[src/rtl/morse_key_timer.sv]
// rtl/morse_key_timer.sv - telegraph key timer: classifies presses into Dot/Dash and gaps into EndSeq/Space.
// Optional debounce filter on the synchronized key is compiled in with MORSE_KEY_DEBOUNCE_EN.
module morse_key_timer #(
  parameter int UNIT_CYCLES     = 1000,
  parameter int DEBOUNCE_CYCLES = 16,
  parameter int CNT_W           = 16
) (
  input  logic Clk,
  input  logic Reset,
  input  logic Key,
  output logic Dot,
  output logic Dash,
  output logic EndSeq,
  output logic Space
);

  localparam logic [1:0] S_IDLE     = 2'd0;
  localparam logic [1:0] S_PRESS    = 2'd1;
  localparam logic [1:0] S_GAP_CHAR = 2'd2;
  localparam logic [1:0] S_GAP_WORD = 2'd3;

  localparam logic [CNT_W-1:0] DOT_LIMIT = CNT_W'(2 * UNIT_CYCLES);
  localparam logic [CNT_W-1:0] CHAR_LAST = CNT_W'(3 * UNIT_CYCLES - 1);
  localparam logic [CNT_W-1:0] WORD_LAST = CNT_W'(7 * UNIT_CYCLES - 1);
  localparam logic [CNT_W-1:0] CNT_MAX   = CNT_W'(7 * UNIT_CYCLES);

  if (UNIT_CYCLES < 2 || DEBOUNCE_CYCLES < 1 || CNT_W < 2 || CNT_W > 31 ||
      (7 * UNIT_CYCLES) > ((1 << CNT_W) - 1)) begin : g_param_check
    $error("morse_key_timer: illegal parameter combination");
  end

  logic sync1_q, sync2_q;
  logic fk;

  always_ff @(posedge Clk) begin
    if (Reset) begin
      sync1_q <= 1'b0;
      sync2_q <= 1'b0;
    end else begin
      sync1_q <= Key;
      sync2_q <= sync1_q;
    end
  end

`ifdef MORSE_KEY_DEBOUNCE_EN
  localparam int DB_W = (DEBOUNCE_CYCLES > 1) ? $clog2(DEBOUNCE_CYCLES) : 1;

  logic            fk_q, fk_d;
  logic [DB_W-1:0] db_cnt_q, db_cnt_d;

  // Any cycle where the synchronized key agrees with fk restarts the stability count.
  always_comb begin
    fk_d     = fk_q;
    db_cnt_d = '0;
    if (sync2_q != fk_q) begin
      if (db_cnt_q == DB_W'(DEBOUNCE_CYCLES - 1)) begin
        fk_d = sync2_q;
      end else begin
        db_cnt_d = db_cnt_q + 1'b1;
      end
    end
  end

  always_ff @(posedge Clk) begin
    if (Reset) begin
      fk_q     <= 1'b0;
      db_cnt_q <= '0;
    end else begin
      fk_q     <= fk_d;
      db_cnt_q <= db_cnt_d;
    end
  end

  assign fk = fk_q;
`else
  assign fk = sync2_q;
`endif

  logic [1:0]       state_q, state_d;
  logic [CNT_W-1:0] cnt_q, cnt_d;
  logic [CNT_W-1:0] cnt_inc;
  logic             dot_q, dot_d;
  logic             dash_q, dash_d;
  logic             end_q, end_d;
  logic             space_q, space_d;

  assign cnt_inc = (cnt_q == CNT_MAX) ? cnt_q : cnt_q + 1'b1;

  // A rising key always wins over a gap threshold reached in the same cycle.
  always_comb begin
    state_d = state_q;
    cnt_d   = cnt_inc;
    dot_d   = 1'b0;
    dash_d  = 1'b0;
    end_d   = 1'b0;
    space_d = 1'b0;
    case (state_q)
      S_IDLE: begin
        cnt_d = '0;
        if (fk) begin
          state_d = S_PRESS;
        end
      end
      S_PRESS: begin
        if (!fk) begin
          state_d = S_GAP_CHAR;
          cnt_d   = '0;
          if (cnt_q < DOT_LIMIT) begin
            dot_d = 1'b1;
          end else begin
            dash_d = 1'b1;
          end
        end
      end
      S_GAP_CHAR: begin
        if (fk) begin
          state_d = S_PRESS;
          cnt_d   = '0;
        end else if (cnt_q == CHAR_LAST) begin
          state_d = S_GAP_WORD;
          cnt_d   = '0;
          end_d   = 1'b1;
        end
      end
      S_GAP_WORD: begin
        if (fk) begin
          state_d = S_PRESS;
          cnt_d   = '0;
        end else if (cnt_q == WORD_LAST) begin
          state_d = S_IDLE;
          cnt_d   = '0;
          space_d = 1'b1;
        end
      end
      default: begin
        state_d = S_IDLE;
        cnt_d   = '0;
      end
    endcase
  end

  always_ff @(posedge Clk) begin
    if (Reset) begin
      state_q <= S_IDLE;
      cnt_q   <= '0;
      dot_q   <= 1'b0;
      dash_q  <= 1'b0;
      end_q   <= 1'b0;
      space_q <= 1'b0;
    end else begin
      state_q <= state_d;
      cnt_q   <= cnt_d;
      dot_q   <= dot_d;
      dash_q  <= dash_d;
      end_q   <= end_d;
      space_q <= space_d;
    end
  end

  assign Dot    = dot_q;
  assign Dash   = dash_q;
  assign EndSeq = end_q;
  assign Space  = space_q;

endmodule

[config.mk]
export PLATFORM = sky130hd
export DESIGN_NAME = morse_key_timer
export DESIGN_NICKNAME = d
export VERILOG_FILES = /design/src/rtl/morse_key_timer.sv
export SDC_FILE = /design/constraint.sdc
export NUM_CORES = 1
export LEC_CHECK = 0
export BUFFER_PORTS_ARGS = -buffer_cell sky130_fd_sc_hd__buf_4
export CORE_ASPECT_RATIO = 0.9
export CORE_MARGIN = 8
export CORE_UTILIZATION = 35
export DETAILED_ROUTE_END_ITERATION = 16
export GPL_TIMING_DRIVEN = 0
export PLACE_DENSITY_LB_ADDON = 0.12
export SLEW_MARGIN = 10
export SYNTH_ARGS = -nofsm -noshare
export SYNTH_HDL_FRONTEND = slang
export SYNTH_SLANG_ARGS = --single-unit
[constraint.sdc]
create_clock -name Clk -period 2.32 [get_ports Clk]
set_input_delay 0.464 -clock Clk [delete_from_list [all_inputs] [get_ports Clk]]
set_output_delay 0.464 -clock Clk [all_outputs]
set_load 0.03 [all_outputs]
After elaboration in Yosys (flattened, before gate mapping)
Cells that the tools add are included.
{"block": "totals", "ff_bits": 24, "out_inout_bits": 4}
{"block": "classes", "add_sub_neg": 1, "order_cmp": 1, "eq_ne": 10, "mux": 18, "bitwise_logic": 3, "n_reduce_logical": 5}
{"op": "$mux 16", "count": 6}
{"op": "$pmux 16 s4", "count": 1}
{"op": "$eq 16x13->1 const B", "count": 2}
{"op": "$add 16x1->16 const B", "count": 1}
{"op": "$eq 16x12->1 const B", "count": 1}
{"op": "$lt 16x11->1 const B", "count": 1}
{"op": "$mux 2", "count": 6}
{"op": "$reduce_or 3->1", "count": 3}
{"op": "$pmux 2 s4", "count": 1}
{"op": "$ne 3x3->1 const B", "count": 2}
{"op": "$eq 2x2->1 const B", "count": 2}
{"op": "$mux 1", "count": 4}
{"op": "$ne 2x2->1 const B", "count": 2}
{"op": "$reduce_and 4->1", "count": 1}
{"op": "$not 1->1", "count": 3}
{"op": "$eq 2x1->1 const B", "count": 1}
{"op": "$logic_not 2->1", "count": 1}

Longest topological paths before layout
Gate-level depths: netlist of run 1.
{"block": "depth", "ltp_word": 5, "depth_mapped": 6}

Worst setup path after synthesis of run 1
OpenSTA, ideal clock, no wires.
{"block": "synth_path", "kind": "register to register", "start": "reg cnt_q[0]", "end": "reg cnt_q[0]", "setup_ns": 0.122, "arrival_ns": 1.484, "path_slack_ns": 0.714, "stages_incl_launch_ff": 7, "n_path_buf": 1, "synth_period_minus_slack_ns": 1.606, "cell_sequence": "dfxtp_1 ha_1 and3b_1 nand4_2 a21oi_4 buf_4 a21oi_1"}
{"block": "synth_between", "elab_chain_cells": 5}
{"item": "start: declaration", "line": "80", "text": "logic [CNT_W-1:0] cnt_q, cnt_d;"}
{"item": "start signal: assignment", "line": "152", "text": "cnt_q <= cnt_d;"}
{"item": "$add 16x1->16 / $eq 16x13->1 (equally long branches)", "line": "87", "text": "assign cnt_inc = (cnt_q == CNT_MAX) ? cnt_q : cnt_q + 1'b1;"}
{"item": "$mux 16", "line": "87"}
{"item": "$mux 16, on equally long branches", "line": "129, 119"}
{"item": "$mux 16, on equally long branches", "line": "126, 116"}
{"item": "$pmux 16 s4 *", "line": "97", "text": "case (state_q)"}
Every way passes the cells marked *; elsewhere a longest branch is shown, timed or not.
A chain may end at the register's enable or synchronous reset.

Worst setup path in the final report of run 1
{"block": "layout_path", "start": "reg cnt_q[0]", "end": "reg cnt_q[1]"}
The elaborated chain is that of the path after synthesis.

==> results of run 1 <==
flip-flops by register name, indices dropped and copies added (netlist names):
| register | count |
|---|---|
| cnt_q | 16 |
| state_q | 2 |
| Dash | 1 |
| Dot | 1 |
| EndSeq | 1 |
| Space | 1 |
| fk | 1 |
| sync1_q | 1 |
routing by layer:
metal	vias to the layer above	global-route usage (%)	routed length (um)
met5	-	0	0
met4	0	2.51	14
met3	2	4.38	187
met2	31	15.1	1160
met1	477	11.2	1240
li1	490	-	-
synth_stat cells (all sizes together), types with 3 or more instances:
cell | count | area [sq um]
nor3 | 6 | 30.0
o21ai | 4 | 20.0
a22oi | 4 | 35.0
nand2 | 5 | 18.8
nand3 | 4 | 20.0
xnor2 | 7 | 61.3
nor2 | 5 | 18.8
nand4 | 11 | 90.1
xor2 | 4 | 35.0
buf | 4 | 25.0
nor4 | 3 | 25.0
dfxtp | 24 | 480
inv | 6 | 22.5
a21oi | 13 | 76.3
final timing paths:
kind                                     startpoint  slack [ns]                  end
worst min-delay path                            Key        0.42   sync1_q$_SDFF_PP0_
worst max-delay path            cnt_q[0]$_SDFF_PP0_        0.35  cnt_q[1]$_SDFF_PP0_
worst min register to register   sync1_q$_SDFF_PP0_        0.45        fk$_SDFF_PP0_
worst max register to register  cnt_q[0]$_SDFF_PP0_        0.35  cnt_q[1]$_SDFF_PP0_
power by group through the flow:
stage / clock network [uW] / logic (uW) / registers (uW)
floorplan: 0 / 3.76 / 425
global placement: 0 / 8.51 / 425
detailed placement: 0 / 8.94 / 425
CTS: 249 / 9.01 / 415
global route: 265 / 9.66 / 415
finish: 239 / 8.84 / 415
layout make-up:
| type | instances | area, sq um | area share, % |
|---|---|---|---|
| plain buffers | 4 | 25.0 | 1.88 |
| clock buffers | 3 | 41.3 | 3.10 |
| inverters | 6 | 22.5 | 1.69 |
| multi-input cells | 92 | 662 | 49.7 |
| flip-flops and latches | 24 | 480 | 36.1 |
| well taps | 44 | 55.1 | 4.14 |
| repair buffers | 6 | 45.0 | 3.38 |
logic make-up after synthesis:
group,synth area share (%)
multiplexers,0.841
AO/OA/AOI/OAI,13.8
buffers and inverters,4.00
adder cells (fa/ha/maj),2.10
flip-flops,40.4
XOR/XNOR,8.10
AND/OR/NAND/NOR,30.8
per-stage QoR:
stage,hold WS (ns),utilization [%],cell area (sq um)
after floorplan,0.414,-,1190
after detailed placement,0.437,38.8,1290
after global placement,0.435,38.8,1290
after CTS,0.417,40.0,1330
after global routing,0.412,40.0,1330
final,0.417,40.0,1330
==> impl_metrics.toml, run 1 <==
[timing]
finalCriticalPeriod_ns = 1.97
slew_headroom_pct = 72.4
worst_pin_slew_ns = 0.413
finalSetupViolCount = 0
setup_tns_ns = 0
rsz0062_at_grt = "false"
clock.fmax_mhz = 508
fin_ws_ns = 0.350
skew_ns = 0.00129
fin_crit_sh_pct = 84.9
maxSlewViolCount = 0
finalHoldViolCount = 0

[critical_path]
path_class = "flop to flop"
slowest_stage = "dfxtp_1"
crit_family = "simple AND/OR/NAND/NOR gates"
cp.depth = 6
max_stage_delay_ns = 0.41
critPathRequiredTime_ns = 2.47
worstPathArrival_ns = 2.12
start_kind = "flop"
rr_worst_depth = 6
crit_path_max_fanout = 10
crit_top_cell = "nand4_1"
crit_buf_inv = 1
crit_chain = "ha_1 > and3b_1 > nand4_1 > nand4_1 > buf_2 > a21oi_1"
cp-end-kind = "flop"

[floorplan]
die_h_um = 71.3
die_x_um = 77.5
core_sq_um = 3330
fp-row-count = 20
num_io_pins = 7
initial_core_util_pct = 35.8
dieArea_sq_um = 5520

[logic_synthesis]
synth-seq-cells = 24
synth_edf_count = 0
async_reset_ff_share_pct = 0
synth_flop_cell = "dfxtp_1"
synth_nets = 131
yosysUniqueCellTypes = 41
syn_inst = 126
syn_avg_cell_area_sq_um = 9.44
synth_area_sq_um = 1190
yosysWarnings = 0
yosysSeqAreaShare_pct = 40.4

[placed_design]
port_buffers = 6
gp_congestion = 0.727
dp_hpwl_um = 1850
dp.cells = 176
place_ws_ns = 0.382

[grt]
gr-usage-all-layers_pct = 9.48
antenna_found_initial = 0
overflow = 0
grt_max_degree = 13
grt_pass1_wl_um = 4330
grt_pass1_vias = 916

[clock_tree]
clk_latency_ns = 0.26
cts_tree = "done"
clkTransAtPathRegs_ns = 0.08
clock-sinks = 24
cts_hold_buf = 0
root_buffer = "clkbuf_8"
post_cts_resize_count = 0
cts_made_buffers = 3
cts_max_level = 1
clk_path_buf_depth = 2
cts_setup_buffers = 0

[detailed_routing]
num_vias = 1000
wl_per_cell_um = 14.5
drt_pass1_iterations = 4
drc_errors = 0
routed_via_density = 5.59
wl_um = 2600
drtIter0Drc = 57
antenna_left = 0

[pwr]
powerDensity_nw_per_um2 = 498
internal-power_uw = 534
pwr-share-seq_pct = 62.6
switching_share_pct = 19.5
max-vdd-ir-drop_mv = 0.352
clock_power_share_pct = 36.1
total_power_uw = 663
leakagePower_uw = 0.000420
power_frac_comb_pct = 1.3
power.switching_uw = 129

[final_layout]
layout_commonest_cell = "dfxtp_1"
fillers = 351
layout-area-overhead-vs-synth_pct = 11.9
nNetsFinal = 142
antenna_cells = 0
fin_cells = 179
drive_above_1_share_pct = 16.3
final_cell_mix = "24 x dfxtp_1, 12 x a21oi_1, 9 x nand4_1"

[status]
outcome = "complete, no violations"

[worst_hold_path]
min_path_cells = 2
hp-class = "primary input to flop"

[run]
cap_violations = 0
No activity file was read; power rests on OpenSTA's default activity.
==> run 2: changes to the inputs <==
ABC_AREA = 1   (was unset)
clock period = 1.65 ns   (was 2.32 ns; I/O delays follow)
==> impl_metrics.toml, run 2 <==
[status]
outcome = "complete, no violations"

[detailed_routing]
antenna_left = 0
routed_via_density = 4.52
wl_per_cell_um = 10.1
drc_errors = 0
num_vias = 986
drt_pass1_iterations = 4
drtIter0Drc = 46
wl_um = 2210

[placed_design]
dp_hpwl_um = 1730
gp_congestion = 0.820
port_buffers = 6
dp.cells = 214

[final_layout]
drive_above_1_share_pct = 21.8
nNetsFinal = 180
largest_reg_flops = 16
multi_input_area_sq_um = 621
utilization_pct = 41.3
fillers = 374
layout-area-overhead-vs-synth_pct = 14.5
final_cell_mix = "29 x nor2_1, 26 x nand2_1, 22 x inv_1"
regArea_sq_um = 484
reg_top3 = "cnt_q (16), state_q (2)"
top_register = "cnt_q"
antenna_cells = 0
layout_commonest_cell = "nor2_1"
fin_cells = 218

[clock_tree]
cts_setup_buffers = 0
clk_latency_ns = 0.27
cts_max_level = 1
root_buffer = "clkbuf_8"
clock-sinks = 24
cts_made_buffers = 3
cts_hold_buf = 0
clk_path_buf_depth = 2
cts_tree = "done"
clkTransAtPathRegs_ns = 0.09
post_cts_resize_count = 0

[timing]
whs_ns = 0.261
maxSlewViolCount = 0
worst_pin_slew_ns = 0.419
finalHoldViolCount = 0
clock.fmax_mhz = 670
slew_headroom_pct = 71.9
setup_tns_ns = 0
rsz0062_at_grt = "false"
skew_ns = 0.00352
finalSetupViolCount = 0
fin_crit_sh_pct = 90.5
finalCriticalPeriod_ns = 1.49

[logic_synthesis]
syn_inst = 164
synth_top_area_share_pct = 39.7
synth_area_sq_um = 1210
synth_nets = 169
ys_top_cells_by_count = "29 x nor2_1, 26 x nand2_1, 24 x dfxtp_1, 22 x inv_1, 16 x nor2_2"
synth_flop_cell = "dfxtp_1"
synth_edf_count = 0
synth_area_leaders = "dfxtp_1 40%, nor2_1 9.0%, nor2_2 8.3%, nand2_1 8.1%, inv_1 6.8%"
async_reset_ff_share_pct = 0
syn_avg_cell_area_sq_um = 7.39
yosysMostFrequentCell = "nor2_1"
yosysSeqAreaShare_pct = 39.7
synth-seq-cells = 24
yosysUniqueCellTypes = 24
synth_area_leader_cell = "dfxtp_1"
yosysWarnings = 0

[floorplan]
die_h_um = 71.8
num_io_pins = 7
initial_core_util_pct = 36.1
fp-row-count = 20
dieArea_sq_um = 5600
core_sq_um = 3350
die_x_um = 78.0

[grt]
antenna_found_initial = 0
gr-usage-all-layers_pct = 9.03
grt_pass1_wl_um = 4080
grt_pass1_vias = 943
overflow = 0
grt_max_degree = 15

[pwr]
powerDensity_nw_per_um2 = 994
max-vdd-ir-drop_mv = 0.396
leakagePower_uw = 0.000544
total_power_uw = 1380

[critical_path]
critPathRequiredTime_ns = 1.81
crit_top_cell = "nor2_2"
cp-end-kind = "flop"
worstPathArrival_ns = 1.66
max_stage_delay_ns = 0.36
r2r-start = "cnt_q[0]$_SDFF_PP0_"
startpoint = "cnt_q[0]$_SDFF_PP0_"
r2r_slack_ns = 0.16
crit_path_max_fanout = 10
crit_family = "simple AND/OR/NAND/NOR gates"
rr_worst_depth = 9
endpoint = "cnt_q[11]$_SDFF_PP0_"
path_class = "flop to flop"
start_kind = "flop"
r2r-end = "cnt_q[11]$_SDFF_PP0_"
crit_buf_inv = 1
crit_chain = "ha_1 > nand3_1 > nor2_2 > nand2_1 > nand2_2 > nand3_4 > nand2_4 > buf_12 > nor2_2"
cp.depth = 9
slowest_stage = "dfxtp_1"

[run]
cap_violations = 0

[worst_hold_path]
min-delay-start = "Key"
hp-class = "primary input to flop"
run 2: changes by cell type after synthesis, moves of 4 or more:
cell | before | now
nor3_1 | 6 | 2
nand4_1 | 9 | 3
nand2_1 | 5 | 26
a21oi_1 | 12 | 3
nor2_1 | 5 | 29
inv_1 | 6 | 22
nand3_1 | 4 | 10
nor2_2 | 0 | 16
run 2: routing by layer:
layer	GRT usage, %	up-vias	wire, um
met5	0	-	0
met4	2.46	0	14
met3	3.25	2	76
met2	14.6	8	978
met1	11.1	450	1140
li1	-	526	-
run 2: area by class of cell:
| cell class | instances | share of cell area (%) |
|---|---|---|
| Inverter | 24 | 6.50 |
| Tap cell | 44 | 3.97 |
| Timing Repair Buffer | 6 | 3.25 |
| Clock buffer | 3 | 2.98 |
| Buffer | 1 | 1.44 |
| Clock inverter | 1 | 2.17 |
| Sequential cell | 24 | 34.9 |
| Multi-Input combinational cell | 115 | 44.8 |
run 2: kinds of logic after synthesis:
logic type | Yosys count | synth area share, %
compound gates | 9 | 4.13
simple gates | 93 | 37.1
flops | 24 | 39.7
xor+xnor | 11 | 7.95
fa+ha+maj | 2 | 2.07
buf+inv | 25 | 9.09
run 2: tightest hold or removal path, cell delays in order:
cell and delay (ns):
buf_4 0.07, inv_1 0.03, nor2_1 0.07
run 2: worst min-delay path by stage:
| stage | end | depth (start not counted) |
|---|---|---|
| 6_report | sync1_q$_SDFF_PP0_ | 3 |
| 5_1_grt | sync1_q$_SDFF_PP0_ | 3 |
| 4_1_cts | sync1_q$_SDFF_PP0_ | 3 |
| 3_5_place_dp | fk$_SDFF_PP0_ | 2 |
| 3_3_place_gp | fk$_SDFF_PP0_ | 2 |
| 2_1_floorplan | fk$_SDFF_PP0_ | 2 |
run 2: where the power goes:
part	leakage, uW	total, uW	internal, uW	switching, uW
combinational	0.000312	226	81.1	145
sequential	0.000196	635	608	26.9
clock	0.0000357	518	324	194
total	0.000544	1380	1010	365
run 2: metrics by stage:
step / setup slack, ns / instance area, sq um
final: 0.156 / 1390
after global routing: 0.00801 / 1390
after CTS: 0.103 / 1380
after detailed placement: 0.130 / 1310
after global placement: 0.147 / 1310
after floorplan: 0.308 / 1210
